## config.mk

```make
export PLATFORM = sky130hd
export DESIGN_NAME = fifo_drain
export DESIGN_NICKNAME = d
export VERILOG_FILES = /design/src/rtl/fifo_drain_pkg.sv /design/src/rtl/fifo_drain_slot.sv /design/src/rtl/fifo_drain.sv
export SDC_FILE = /design/constraint.sdc
export NUM_CORES = 1
export LEC_CHECK = 0
export ABC_CLOCK_PERIOD_IN_PS = 1400
export BUFFER_PORTS_ARGS = -buffer_cell sky130_fd_sc_hd__buf_2
export CELL_PAD_IN_SITES_DETAIL_PLACEMENT = 1
export CELL_PAD_IN_SITES_GLOBAL_PLACEMENT = 1
export CORE_MARGIN = 2
export CORE_UTILIZATION = 28
export CTS_BUF_LIST = sky130_fd_sc_hd__clkbuf_8
export CTS_CLUSTER_DIAMETER = 100
export DETAILED_ROUTE_END_ITERATION = 7
export GPL_ROUTABILITY_DRIVEN = 0
export PLACE_DENSITY = 0.57
export SYNTH_ARGS = -nofsm -noshare
export SYNTH_HDL_FRONTEND = slang
export SYNTH_SLANG_ARGS = --single-unit
```

## constraint.sdc

```tcl
create_clock -name clk -period 1.4 [get_ports clk]
set_clock_uncertainty 0.05 [all_clocks]
set_input_delay 0.21 -clock clk [delete_from_list [all_inputs] [get_ports clk]]
set_output_delay 0.21 -clock clk [all_outputs]
set_load 0.01 [all_outputs]
```

## src/rtl/fifo_drain_pkg.sv

```systemverilog
// fifo_drain_pkg: shared word width, occupancy encodings and helpers for the drain
package fifo_drain_pkg;

    localparam int FIFO_WIDTH = 8;

    typedef enum logic [1:0] {
        FIFO_LVL_EMPTY = 2'd0,
        FIFO_LVL_ONE   = 2'd1,
        FIFO_LVL_FULL  = 2'd2
    } lvl_t;

    function automatic logic lvl_is_full(input lvl_t l);
        return l == FIFO_LVL_FULL;
    endfunction

endpackage

```

## src/rtl/fifo_drain_slot.sv

```systemverilog
// fifo_drain_slot: one word register with an occupied bit, loaded or cleared on command
module fifo_drain_slot
    import fifo_drain_pkg::*;
#(
    parameter int WIDTH = FIFO_WIDTH
) (
    input  logic             clk,
    input  logic             rst_n,
    input  logic             load,
    input  logic             clear,
    input  logic [WIDTH-1:0] d,
    output logic [WIDTH-1:0] q,
    output logic             occ
);

    // load wins over clear; the word is kept on clear so q holds its last value
    always_ff @(posedge clk) begin
        if (!rst_n) begin
            q   <= '0;
            occ <= 1'b0;
        end else if (load) begin
            q   <= d;
            occ <= 1'b1;
        end else if (clear) begin
            occ <= 1'b0;
        end
    end

endmodule

```

## src/rtl/fifo_drain.sv

```systemverilog
// fifo_drain: two-slot (head + skid) read-side terminator for the FIFO element chain
module fifo_drain
    import fifo_drain_pkg::*;
#(
    parameter int WIDTH = FIFO_WIDTH
) (
    input  logic             clk,
    input  logic             rst_n,
    input  logic [WIDTH-1:0] d_in,
    input  logic             d_in_strobe,
    output logic             used,
    output logic [WIDTH-1:0] q,
    output logic             empty,
    input  logic             rd_strobe,
    output logic [1:0]       level,
    output logic             overflow,
    output logic             underflow
);

    lvl_t             state, state_nx;
    logic             push, pop;
    logic             head_load, head_clear, skid_load, skid_clear;
    logic [WIDTH-1:0] head_d, skid_q;
    logic             head_occ, skid_occ;

    assign push  = d_in_strobe & ~used;
    assign pop   = rd_strobe & ~empty;
    assign used  = skid_occ;
    assign empty = ~head_occ;
    assign level = state;

    // occupancy register; reset discards everything held
    always_ff @(posedge clk) begin
        if (!rst_n) state <= FIFO_LVL_EMPTY;
        else        state <= state_nx;
    end

    // a pop at level 1 paired with a push keeps the level; at level 2 the push was already refused
    always_comb begin
        state_nx = (state == FIFO_LVL_EMPTY) ? (push ? FIFO_LVL_ONE : FIFO_LVL_EMPTY) :
                   (state == FIFO_LVL_ONE)   ? ((push & ~pop) ? FIFO_LVL_FULL :
                                                (pop & ~push) ? FIFO_LVL_EMPTY : FIFO_LVL_ONE) :
                                               (pop ? FIFO_LVL_ONE : FIFO_LVL_FULL);
    end

    // slot controls: head takes d_in when empty or replaced, takes the skid word when draining from full
    always_comb begin
        head_load  = (push & ((state == FIFO_LVL_EMPTY) | (pop & (state == FIFO_LVL_ONE)))) |
                     (pop & lvl_is_full(state));
        head_d     = lvl_is_full(state) ? skid_q : d_in;
        head_clear = pop & ~push & (state == FIFO_LVL_ONE);
        skid_load  = push & ~pop & (state == FIFO_LVL_ONE);
        skid_clear = pop & lvl_is_full(state);
    end

    // sticky error flags, cleared only by reset
    always_ff @(posedge clk) begin
        if (!rst_n) begin
            overflow  <= 1'b0;
            underflow <= 1'b0;
        end else begin
            overflow  <= overflow | (d_in_strobe & used);
            underflow <= underflow | (rd_strobe & empty);
        end
    end

    fifo_drain_slot #(.WIDTH(WIDTH)) u_head (
        .clk   (clk),
        .rst_n (rst_n),
        .load  (head_load),
        .clear (head_clear),
        .d     (head_d),
        .q     (q),
        .occ   (head_occ)
    );

    fifo_drain_slot #(.WIDTH(WIDTH)) u_skid (
        .clk   (clk),
        .rst_n (rst_n),
        .load  (skid_load),
        .clear (skid_clear),
        .d     (d_in),
        .q     (skid_q),
        .occ   (skid_occ)
    );

endmodule
```

After elaboration in Yosys (flattened, before gate mapping)
Index checks and enable logic that the tools add are counted.
{"block": "totals", "memories": 0, "word_cells": 42, "output_inout_bits": 14, "rom_bits": 0, "latch_bits": 0, "mem_bits_rw": 0, "reg_bits": 22, "input_bits": 12}
{"block": "op_classes", "div": 0, "multipliers": 0, "bitwise_logic": 19, "order_cmp": 0, "shift": 0, "add_sub_neg": 0, "n_mux": 11, "eq_ne": 2, "n_reduce_logical": 3}
{"operator": "bitwise AND 1 bit", "count": 11}
{"operator": "2-to-1 mux 2 bit", "count": 4}
{"operator": "2-to-1 mux 8 bit", "count": 1}
{"operator": "2-to-1 mux 1 bit", "count": 6}
{"operator": "inverter 1 bit", "count": 4}
{"operator": "OR 1 bit", "count": 4}
{"operator": "nonzero test 2 bit", "count": 2}
{"operator": "== test 2 x 1 -> 1 bit (second input constant)", "count": 1}
{"operator": "== test 2 bit (second input constant)", "count": 1}
{"operator": "zero test 2 bit", "count": 1}

Longest topological paths before layout
{"block": "logic_depth", "ltp_word": 8, "depth_mapped": 7, "mapped_depth_nobuf": 6}

By module
Synthesis repeated with hierarchy kept, for this count alone.
{"block": "hier_totals", "hier_cells": 92, "hier_area_um2": 975.9}
{"mod": "fifo_drain_slot", "seq_area_each_um2": 180.2, "cells_each": 28, "instances": 2, "area_each_um2": 335.3}
{"mod": "fifo_drain", "seq_area_each_um2": 80.1, "cells_each": 36, "instances": 1, "area_each_um2": 305.3}

Worst setup path after synthesis
OpenSTA, ideal clock, no wires.
{"block": "synth_timing", "kind": "flip-flop to flip-flop", "start": "register u_skid.occ", "end": "register u_skid.q[0]", "t_required_ps": 1222, "n_path_buf": 1, "path_stages_with_launch": 8, "setup_time_ps": 128, "synth_period_minus_slack_ps": 1509, "arrival_ps": 1331, "slack_ps": -109, "path_cell_list": "dfxtp_1 > nand2b_1 > inv_1 > ha_1 > nand3b_1 > buf_2 > mux2i_1 > nor2_1"}
{"block": "synth_between", "elab_chain_len": 4}
{"element": "start: declaration", "line_no": "fifo_drain_slot.sv:13", "text": "output logic occ"}
{"element": "start signal: assignment", "line_no": "fifo_drain_slot.sv:20", "text": "occ <= 1'b0;"}
{"element": "start signal: assignment", "line_no": "fifo_drain_slot.sv:23", "text": "occ <= 1'b1;"}
{"element": "start signal: assignment", "line_no": "fifo_drain_slot.sv:25", "text": "occ <= 1'b0;"}
{"element": "inverter 1 bit", "line_no": "fifo_drain.sv:26", "text": "assign push = d_in_strobe & ~used;"}
{"element": "bitwise AND 1 bit", "line_no": "fifo_drain.sv:26"}
{"element": "bitwise AND 1 bit (2 in series)", "line_no": "fifo_drain.sv:52", "text": "skid_load = push & ~pop & (state == FIFO_LVL_ONE);"}
{"element": "end signal: assignment", "line_no": "fifo_drain_slot.sv:19", "text": "q <= '0;"}
{"element": "end signal: assignment", "line_no": "fifo_drain_slot.sv:22", "text": "q <= d;"}
{"element": "end: declaration", "line_no": "fifo_drain_slot.sv:12", "text": "output logic [WIDTH-1:0] q,"}
Every way passes these cells.
A chain may end at the register's enable or synchronous reset.

Final worst setup path
{"block": "layout_timing", "start": "register u_skid.occ", "end": "register u_skid.q[7]"}
The elaborated chain is that of the path after synthesis.

==> flow_metrics.tcl <==
set metrics [dict create \
    drv_cap 0 \
    timing_worst_setup_path_type "reg -> reg" \
    end_kind "flop" \
    post-dp-hpwl_um 1750 \
    grt_start_max_net_pins 22 \
    wl_per_cell_um 15.2 \
    grt_first_pass_wirelength_um 4360 \
    ir_worst_vdd_v 0.000533 \
    antennaDiodeCount 0 \
    fin_ws_ps 36.4 \
    p_leak_nw 0.666 \
    slew_headroom 0.816 \
    num_vias 856 \
    wl_um 2670 \
    outcome "completed" \
    viasPerCell 4.89 \
    period_share 0.974 \
    final_cell_mix "buf_2 (25), dfxtp_1 (20), mux2i_1 (16)" \
    avgSynthCellArea_um2 10.2 \
    rsz0062_at_grt "true" \
    core_region_area_mm2 0.00334 \
    die_x_um 63.1 \
    ant_nets 0 \
    grt_pass1_vias 932 \
    yosysSeqAreaShare 0.450 \
    period_minus_slack_ps 1360 \
    area_growth_pct 37.5 \
    p_per_area_mw_per_mm2 1170 \
    die_h_um 63.1 \
    synth_async_sr_flop_share 0 \
    cts_tree "built" \
    cts_max_path_buffers 2 \
    drc_errors 0 \
    io_pins 26 \
    drive_gt1_frac 0.434 \
    yosys_warnings 0 \
    netlist_instances 96 \
    synth_nets 110 \
    port_buffers 25 \
    worstMarginPinSlew_ps 274 \
    cts.htree.levels 1 \
    drv_slew 0 \
    crit_arrival_ps 1470 \
    drt_iter0_drc 15 \
    clk_latency_ps 260 \
    start_util 0.293 \
    track_usage 0.142 \
    max_clock_freq_mhz 733 \
    overflow 0 \
    pre_cts_slack_ps 5.65 \
    ys_ff_latch 22 \
    rows 21 \
    layout.nets 145 \
    yosysUniqueCellTypes 22 \
    finalHoldViolations 0 \
    finalSetupViolCount 0 \
    synth_enable_flop_cells 0 \
    hold_class "in -> reg" \
    die_area_mm2 0.00398 \
    worstPathMaxFanout 5 \
    first_pass_iters 2 \
    tns_ps 0 \
    cts.sinks 22 \
    antenna_found_initial 0 \
    root_buffer "clkbuf_8" \
    ys.flop_type "dfxtp_1" \
    numCtsBuffers 3 \
    clk_pin_slew_ps 80 \
    critical_path_required_ps 1510 \
    start_kind "flop" \
    final_common_cell "buf_2" \
    syn_area_um2 978 \
]
==> what timing repair did <==
item | CTS | global route
resized for setup | 6 | 14
setup buffers | 3 | 0
gates cloned | 1 | 0
hold buffers | 0 | 0
pin swaps | 2 | 4
setup endpoints to repair | 7 | 19
endpoints found under the hold margin | 0 | 0
==> power by group <==
group	leakage (nW)	internal (mW)	switching (mW)	total, mW
sequential	0.181	0.690	0.0384	0.729
clock	0.0216	0.192	0.203	0.395
combinational	0.463	0.217	0.226	0.443
==> area by class of cell <==
| class | instances | area (um2) |
|---|---|---|
| Sequential cell | 22 | 443 |
| Timing Repair Buffer | 36 | 228 |
| Fill cell | 403 | 1990 |
| Clock buffer | 3 | 41.3 |
| Tap cell | 46 | 57.6 |
| Inverter | 4 | 17.5 |
| Multi-Input combinational cell | 64 | 558 |
==> sequential cells by signal, indices dropped and copies added, names as in the netlist <==
name and count:
u_head.occ 1, u_skid.occ 1, u_head.q 8, u_skid.q 8, overflow 1, underflow 1
level 2
==> through the flow <==
| step | hold WS [ps] | instance area [um2] | utilization | instances | power, mW |
|---|---|---|---|---|---|
| 2_1_floorplan | 293 | 982 | - | 96 | 0.977 |
| 3_3_place_gp | 395 | 1220 | 0.365 | 170 | 1.12 |
| 3_5_place_dp | 409 | 1220 | 0.365 | 170 | 1.14 |
| 4_1_cts | 141 | 1320 | 0.396 | 177 | 1.57 |
| 5_1_grt | 139 | 1350 | 0.403 | 175 | 1.67 |
| 6_report | 141 | 1350 | 0.403 | 175 | 1.57 |
==> final timing paths <==
path / startpoint / end / slack, ps / cells after the start
min reg2reg: underflow / underflow / 420 / 2
max: u_skid.occ / u_skid.q[7] / 40 / 7
max reg2reg: u_skid.occ / u_skid.q[7] / 40 / 7
min: rst_n / level[0] / 140 / 2
==> cells by family (layout without fill, tap and decap cells) <==
family	count (synthesis)	in the layout	share of synthesized area
AOI/OAI and AO/OA	26	26	0.203
DFF	22	22	0.450
and+or+nand+nor	20	20	0.105
muxes	16	16	0.164
buffers and inverters	10	43	0.0524
adders and majority gates	2	2	0.0256
==> metal layers <==
layer	wire (um)	vias up	GRT usage
met2	1400	14	0.253
met4	30	0	0.0500
met3	93	2	0.0321
li1	-	414	-
met5	0	-	0
met1	1140	426	0.166
==> worst max-delay path, stage by stage (launching register included) <==
cell,delay (ps)
dfxtp_2,330
nand2b_4,130
inv_4,40
ha_4,140
nand3b_1,120
buf_6,160
mux2i_1,220
nor2_1,60
==> Yosys cell counts, types with 2 or more instances <==
| cell type | number | share of area |
|---|---|---|
| clkbuf_1 | 2 | 0.0077 |
| a21oi_1 | 4 | 0.020 |
| nand2_1 | 3 | 0.012 |
| dfxtp_1 | 22 | 0.45 |
| buf_2 | 2 | 0.010 |
| nor2_1 | 11 | 0.042 |
| a211oi_1 | 15 | 0.12 |
| ha_1 | 2 | 0.026 |
| nand2b_1 | 2 | 0.013 |
| mux2i_1 | 16 | 0.16 |
| o21ai_0 | 2 | 0.010 |
| inv_1 | 4 | 0.015 |
| nand3b_1 | 2 | 0.015 |
No activity file was read; power rests on OpenSTA's default activity.
